### config.mk
export PLATFORM = sky130hd
export DESIGN_NAME = imem_loader_flat
export DESIGN_NICKNAME = d
export VERILOG_FILES = /design/src/rtl/imem_loader_pkg.sv /design/src/rtl/imem_loader_if.sv /design/src/rtl/imem_byte_packer.sv /design/src/rtl/imem_loader.sv /design/src/flat_wrapper.sv
export SDC_FILE = /design/constraint.sdc
export NUM_CORES = 1
export LEC_CHECK = 0
export CAP_MARGIN = 20
export CORE_ASPECT_RATIO = 0.8
export CORE_UTILIZATION = 47
export DETAILED_ROUTE_END_ITERATION = 8
export HOLD_SLACK_MARGIN = 0.05
export PLACE_DENSITY = 0.73
export SLEW_MARGIN = 25
export SYNTH_ARGS = -nofsm -noshare
export SYNTH_HDL_FRONTEND = slang
export SYNTH_SLANG_ARGS = --single-unit
### constraint.sdc
create_clock -name clk -period 3.35 [get_ports clk]
set_clock_uncertainty 0.15 [all_clocks]
set_input_delay 0.8375 -clock clk [delete_from_list [all_inputs] [get_ports clk]]
set_output_delay 0.8375 -clock clk [all_outputs]
set_load 0.01 [all_outputs]
### src/rtl/imem_loader_pkg.sv
// Shared constants, FSM state encoding and address helper for the instruction-memory boot loader.
// Optional checksum trailer is enabled by defining LOADER_CHECKSUM_EN.
package imem_loader_pkg;

  localparam int BYTE_W         = 8;
  localparam int INSTR_W        = 32;
  localparam int ROM_DEPTH      = 256;
  localparam int BYTES_PER_WORD = 4;
  localparam int HDR_BYTES      = 2;
  localparam int MAX_WORDS      = ROM_DEPTH / BYTES_PER_WORD;
  localparam int IDX_W          = $clog2(MAX_WORDS);
  localparam int WCNT_W         = IDX_W + 1;
  localparam int LEN_W          = HDR_BYTES * BYTE_W;

  typedef enum logic [2:0] {
    ST_IDLE,
    ST_LEN_HI,
    ST_LEN_LO,
    ST_DATA,
    ST_CHK,
    ST_DONE,
    ST_ERR
  } state_e;

  function automatic logic [INSTR_W-1:0] word_addr(input logic [IDX_W-1:0] idx);
    return INSTR_W'({idx, 2'b00});
  endfunction

endpackage

### src/rtl/imem_loader_if.sv
// Byte-stream valid/ready port feeding the loader; the program source is the master.
interface imem_loader_if;
  import imem_loader_pkg::*;

  logic [BYTE_W-1:0] s_data;
  logic              s_valid;
  logic              s_ready;

  modport master (output s_data, output s_valid, input  s_ready);
  modport slave  (input  s_data, input  s_valid, output s_ready);
endinterface

### src/rtl/imem_byte_packer.sv
// Packs accepted data bytes big-endian into 32-bit words; with LOADER_CHECKSUM_EN it also
// keeps the running XOR of every data byte since the last clear.
module imem_byte_packer
  import imem_loader_pkg::*;
(
  input  logic               clk,
  input  logic               rstn,
  input  logic               clear_i,
  input  logic               byte_valid_i,
  input  logic [BYTE_W-1:0]  byte_i,
  output logic               word_valid_o,
  output logic [INSTR_W-1:0] word_o
`ifdef LOADER_CHECKSUM_EN
  ,
  output logic [BYTE_W-1:0]  csum_o
`endif
);

  localparam int CNT_W = $clog2(BYTES_PER_WORD);

  logic [CNT_W-1:0]          cnt_q;
  // The leading three bytes are held here; the fourth completes the word on the fly.
  logic [INSTR_W-BYTE_W-1:0] sr_q;

  assign word_valid_o = byte_valid_i && (cnt_q == CNT_W'(BYTES_PER_WORD - 1));
  assign word_o       = {sr_q, byte_i};

  // NOTE: sequential state uses non-blocking assignments so every register samples pre-edge values.
  always_ff @(posedge clk or negedge rstn) begin
    if (!rstn) begin
      cnt_q <= '0;
      sr_q  <= '0;
    end else if (clear_i) begin
      cnt_q <= '0;
      sr_q  <= '0;
    end else if (byte_valid_i) begin
      cnt_q <= cnt_q + 1'b1;
      sr_q  <= {sr_q[INSTR_W-2*BYTE_W-1:0], byte_i};
    end
  end

`ifdef LOADER_CHECKSUM_EN
  logic [BYTE_W-1:0] csum_q;

  always_ff @(posedge clk or negedge rstn) begin
    if (!rstn) begin
      csum_q <= '0;
    end else if (clear_i) begin
      csum_q <= '0;
    end else if (byte_valid_i) begin
      csum_q <= csum_q ^ byte_i;
    end
  end

  assign csum_o = csum_q;
`endif

endmodule

### src/rtl/imem_loader.sv
// Boot-time instruction ROM writer: length header + big-endian words over a byte stream,
// core held in reset until the load completes. Define LOADER_CHECKSUM_EN for the XOR trailer.
module imem_loader
  import imem_loader_pkg::*;
(
  input  logic               clk,
  input  logic               rstn,
  input  logic               start,
  imem_loader_if.slave       s,
  output logic               imem_we,
  output logic [INSTR_W-1:0] imem_addr,
  output logic [INSTR_W-1:0] imem_wdata,
  output logic               cpu_rstn,
  output logic               busy,
  output logic               done,
  output logic               err
);

  state_e              state_q;
  logic [BYTE_W-1:0]   len_hi_q;
  logic [WCNT_W-1:0]   len_q;
  logic [IDX_W-1:0]    word_idx_q;
  logic                imem_we_q;
  logic [INSTR_W-1:0]  imem_addr_q;
  logic [INSTR_W-1:0]  imem_wdata_q;
  logic                cpu_rstn_q;
  logic                busy_q;
  logic                done_q;
  logic                err_q;

  logic                accept;
  logic                load_start;
  logic                data_beat;
  logic                word_valid;
  logic [INSTR_W-1:0]  word;
  logic [LEN_W-1:0]    len_d;
  logic                last_word;

  // s_ready tracks busy exactly, so a beat is consumed only in a stream-facing state.
  assign accept     = s.s_valid & busy_q;
  assign load_start = start & ~busy_q;
  assign data_beat  = accept & (state_q == ST_DATA);
  assign len_d      = {len_hi_q, s.s_data};
  assign last_word  = (WCNT_W'(word_idx_q) + 1'b1) == len_q;

`ifdef LOADER_CHECKSUM_EN
  logic [BYTE_W-1:0] csum;
`endif

  imem_byte_packer u_packer (
    .clk          (clk),
    .rstn         (rstn),
    .clear_i      (load_start),
    .byte_valid_i (data_beat),
    .byte_i       (s.s_data),
    .word_valid_o (word_valid),
    .word_o       (word)
`ifdef LOADER_CHECKSUM_EN
    ,
    .csum_o       (csum)
`endif
  );

  always_ff @(posedge clk or negedge rstn) begin
    if (!rstn) begin
      state_q      <= ST_IDLE;
      len_hi_q     <= '0;
      len_q        <= '0;
      word_idx_q   <= '0;
      imem_we_q    <= 1'b0;
      imem_addr_q  <= '0;
      imem_wdata_q <= '0;
      cpu_rstn_q   <= 1'b0;
      busy_q       <= 1'b0;
      done_q       <= 1'b0;
      err_q        <= 1'b0;
    end else begin
      imem_we_q <= 1'b0;
      case (state_q)
        ST_IDLE, ST_DONE, ST_ERR: begin
          // The core leaves reset one cycle after DONE is reached.
          if (state_q == ST_DONE) cpu_rstn_q <= 1'b1;
          if (start) begin
            state_q    <= ST_LEN_HI;
            busy_q     <= 1'b1;
            cpu_rstn_q <= 1'b0;
            done_q     <= 1'b0;
            err_q      <= 1'b0;
            word_idx_q <= '0;
          end
        end

        ST_LEN_HI: begin
          if (accept) begin
            len_hi_q <= s.s_data;
            state_q  <= ST_LEN_LO;
          end
        end

        ST_LEN_LO: begin
          if (accept) begin
            if (len_d == '0) begin
`ifdef LOADER_CHECKSUM_EN
              state_q <= ST_CHK;
`else
              state_q <= ST_DONE;
              busy_q  <= 1'b0;
              done_q  <= 1'b1;
`endif
            end else if (len_d > LEN_W'(MAX_WORDS)) begin
              state_q <= ST_ERR;
              busy_q  <= 1'b0;
              err_q   <= 1'b1;
            end else begin
              state_q <= ST_DATA;
              len_q   <= len_d[WCNT_W-1:0];
            end
          end
        end

        ST_DATA: begin
          if (word_valid) begin
            imem_we_q    <= 1'b1;
            imem_addr_q  <= word_addr(word_idx_q);
            imem_wdata_q <= word;
            word_idx_q   <= word_idx_q + 1'b1;
            if (last_word) begin
`ifdef LOADER_CHECKSUM_EN
              state_q <= ST_CHK;
`else
              state_q <= ST_DONE;
              busy_q  <= 1'b0;
              done_q  <= 1'b1;
`endif
            end
          end
        end

`ifdef LOADER_CHECKSUM_EN
        ST_CHK: begin
          if (accept) begin
            busy_q <= 1'b0;
            if (s.s_data == csum) begin
              state_q <= ST_DONE;
              done_q  <= 1'b1;
            end else begin
              state_q <= ST_ERR;
              err_q   <= 1'b1;
            end
          end
        end
`endif

        default: begin
          state_q <= ST_IDLE;
          busy_q  <= 1'b0;
        end
      endcase
    end
  end

  assign s.s_ready  = busy_q;
  assign imem_we    = imem_we_q;
  assign imem_addr  = imem_addr_q;
  assign imem_wdata = imem_wdata_q;
  assign cpu_rstn   = cpu_rstn_q;
  assign busy       = busy_q;
  assign done       = done_q;
  assign err        = err_q;

endmodule

### src/flat_wrapper.sv
// flat-port wrapper written by rule: the top's interface ports become plain ports
module imem_loader_flat import imem_loader_pkg::*;
  (clk, rstn, start, imem_we, imem_addr, imem_wdata, cpu_rstn, busy, done, err, s_s_data, s_s_valid, s_s_ready);
  imem_loader_if s_i ();
  input  logic clk;
  input  logic rstn;
  input  logic start;
  output logic imem_we;
  output logic [INSTR_W-1:0] imem_addr;
  output logic [INSTR_W-1:0] imem_wdata;
  output logic cpu_rstn;
  output logic busy;
  output logic done;
  output logic err;
  input wire logic [$bits(s_i.s_data)-1:0] s_s_data;
  input wire logic [$bits(s_i.s_valid)-1:0] s_s_valid;
  output wire logic [$bits(s_i.s_ready)-1:0] s_s_ready;
  assign s_i.s_data = s_s_data;
  assign s_i.s_valid = s_s_valid;
  assign s_s_ready = s_i.s_ready;
  imem_loader u_core (.clk(clk), .rstn(rstn), .start(start), .s(s_i), .imem_we(imem_we), .imem_addr(imem_addr), .imem_wdata(imem_wdata), .cpu_rstn(cpu_rstn), .busy(busy), .done(done), .err(err));
endmodule
==> flow_summary.yaml <==
status:
  run_status: "completed"
setup_path:
  arrival_ps: 2830
  worstSetupEndpointType: "flip-flop"
  criticalPathCategory: "input pin to flip-flop"
  start_kind: "input pin"
  worst-path-max-fanout: 7
  cp.required_ps: 3460
logic_synthesis:
  postSynthCellCount: 450
  ys_ff_latch: 93
  avgSynthCellArea_um2: 9.301
  synthDistinctLibCells: 41
  synth-seq-area-share_pct: 55.61
  syn_area_mm2: 0.004185
  ys_warn_count: 0
finish:
  final.fill_count: 779
  fin_util_pct: 57.87
  syn_to_final_growth_pct: 18.33
  drive_above_1_share_pct: 9.901
  n_antenna_cell: 0
  final_cell_mix: "174 x nand2_1, 93 x dfrtp_1, 54 x clkdlybuf4s50_1"
  final_cell_count_no_fill: 617
  final_area_mm2: 0.004952
  layout.cells.most_common: "nand2_1"
  finalNetCount: 514
sta:
  drv_slew: 0
  max_freq_ghz: 0.3669
  slew_headroom_pct: 53.50
  setup_viol: 0
  period_needed_ps: 2726
  final.period_utilization_pct: 81.36
  grt_setup_unrepaired: "no"
  timing.setup.tns_ps: 0
  tightest_slew_ps: 697.5
  hold_viol: 0
route:
  drtIter0Drc: 218
  wl_met2_um: 3895
  wl_met3_um: 433
  postRouteAntennaNets: 0
  drt-met1-wl_um: 4371
  routed_wl_um: 8779
  drc: 0
  top_layer: "met4"
  avgRoutedWirePerCell_um: 14.23
  via_per_inst: 5.156
  dr.pass1.iters: 4
  vias: 3181
placement:
  dp_cells: 601
  place_area_mm2: 0.004771
  gp_congestion: 0.8760
  io_buffers: 55
  hpwlAfterDp_um: 5915
die:
  start_util_pct: 48.90
  chipWidth_um: 107.5
  die_h_um: 86.40
  core_mm2: 0.008558
  rows: 30
  boundaryPins: 82
  dieArea_mm2: 0.009288
pwr:
  power.density_mw_per_mm2: 504.4
  total_leakage_power_nw: 2.507
  vdd_drop_max_mv: 0.2600
  p_total_w: 0.002498
clock_network:
  htreeDepth: 3
  cts_setup_buffers: 0
  root_buffer: "clkbuf_8"
  ctsLongestPathBuffers: 2
  numCtsBuffers: 9
  path_clk_slew_ps: 90
  cts_tree: "built"
  cts_hold_buf: 0
  cts_sinks: 93
  cts_resized: 0
  clock_latency_ps: 370
global_route:
  grt_pass1_wl_um: 14970
  grtUsageTotal_pct: 20.77
  grt_max_degree: 56
  grt_overflow: 0
  grt_pass1_vias: 3036
  antenna_found_initial: 0
run:
  cap_violations: 0
worst_hold_path:
  hp-class: "flip-flop to flip-flop"
## critical path, stage by stage
cell             delay, ps
clkdlybuf4s50_1        520
nor4_1                 290
nand2_1                150
mux2i_1                170
nand3_1                150
nor4_2                 180
buf_4                  190
mux2_2                 340
## metrics by stage
| stage | hold slack, ps | worst slack (ps) |
|---|---|---|
| 5_1_grt | 359.7 | 453.0 |
| 6_report | 330.3 | 624.4 |
| 3_3_place_gp | 309.7 | 297.6 |
| 3_5_place_dp | 311.9 | 253.3 |
| 2_1_floorplan | 288.4 | 732.1 |
| 4_1_cts | 334.7 | 639.6 |
## per-layer routing
| layer | vias to the layer above | GRT usage [%] |
|---|---|---|
| met5 | - | 0 |
| met4 | 0 | 9.091 |
| met3 | 7 | 2.932 |
| met2 | 107 | 29.49 |
| met1 | 1540 | 31.70 |
| li1 | 1527 | - |
## cells by family after synthesis
| group | after synthesis | synth area share (%) |
|---|---|---|
| AO/OA/AOI/OAI | 39 | 6.009 |
| XOR/XNOR | 9 | 1.884 |
| adder cells (fa/ha/maj) | 2 | 0.5978 |
| buffers and inverters | 56 | 7.534 |
| flip-flops | 93 | 55.61 |
| multiplexers | 18 | 4.783 |
| other | 1 | 0.08960 |
| AND/OR/NAND/NOR | 232 | 23.50 |
## worst paths after layout
path | startpoint | endpoint | slack, ps | cells past startpoint
max reg2reg | u_core.word_idx_q[2]$_DFFE_PN0P_ | u_core.state_q[1]$_DFFE_PN0P_ | 740 | 6
max | s_s_data[5] | u_core.len_q[4]$_DFFE_PN0P_ | 620 | 8
min in group asynchronous | rstn | u_core.imem_wdata[18]$_DFFE_PN0P_ | 360 | 1
min reg2reg | u_core.imem_addr[2]$_DFFE_PN0P_ | u_core.imem_addr[2]$_DFFE_PN0P_ | 330 | 2
max in group asynchronous | rstn | u_core.imem_wdata[21]$_DFFE_PN0P_ | 2040 | 2
min | u_core.imem_addr[2]$_DFFE_PN0P_ | u_core.imem_addr[2]$_DFFE_PN0P_ | 330 | 2
## synthesized netlist by cell type
cell / count / area share, %
clkbuf_1: 21 / 1.9
a31oi_1: 1 / 0.15
nand4_1: 2 / 0.30
buf_2: 3 / 0.36
ha_1: 2 / 0.60
o211ai_1: 2 / 0.36
nor2_1: 4 / 0.36
a211o_1: 1 / 0.21
or4_4: 1 / 0.27
nor3_1: 5 / 0.60
or2_2: 1 / 0.15
xor2_1: 3 / 0.63
a2111oi_2: 1 / 0.36
nand3_1: 30 / 3.6
o21bai_1: 1 / 0.18
nor3_2: 2 / 0.48
nor4_1: 3 / 0.45
a21oi_1: 10 / 1.2
o31ai_1: 2 / 0.36
dfrtp_1: 93 / 56
nand2_1: 174 / 16
conb_1: 1 / 0.090
o21ai_0: 12 / 1.4
mux2_2: 16 / 4.3
a211oi_1: 2 / 0.36
buf_4: 27 / 4.8
a21boi_1: 1 / 0.18
nor2b_1: 2 / 0.30
or3_1: 2 / 0.30
inv_1: 5 / 0.45
nand2b_1: 3 / 0.45
o211a_1: 1 / 0.24
and4_1: 1 / 0.21
o21ai_1: 1 / 0.12
xnor2_1: 6 / 1.3
and3_1: 1 / 0.15
a221o_1: 1 / 0.24
mux2i_1: 2 / 0.48
o21ai_2: 1 / 0.21
o41ai_1: 2 / 0.42
nor4_2: 1 / 0.30
## flip-flops by register name (all words and copies together), names as in the netlist
name,count
u_core.imem_we,1
u_core.len_hi_q,8
u_core.state_q,3
u_core.imem_wdata,32
u_core.word_idx_q,6
u_core.len_q,7
u_core.u_packer.sr_q,24
u_core.done,1
u_core.err,1
u_core.busy,1
u_core.cpu_rstn,1
u_core.imem_addr,6
u_core.u_packer.cnt_q,2
## power by group
group | switching (W) | internal [W] | leakage, nW | total (W)
logic | 0.000254 | 0.000212 | 1.15 | 0.000466
registers | 0.000101 | 0.00123 | 1.27 | 0.00133
clock network | 0.000426 | 0.000279 | 0.0877 | 0.000705
## area by class of cell
type | count | area [µm²] | area share, %
tap | 112 | 140.1 | 2.830
clock buffer | 9 | 123.9 | 2.501
timing repair buffer | 65 | 648.1 | 13.09
sequential | 93 | 2327 | 46.99
multi-input combinational | 326 | 1637 | 33.05
inverter | 5 | 18.77 | 0.3790
clock inverter | 7 | 57.56 | 1.162
Note: power is estimated with default switching activity, not from simulation.
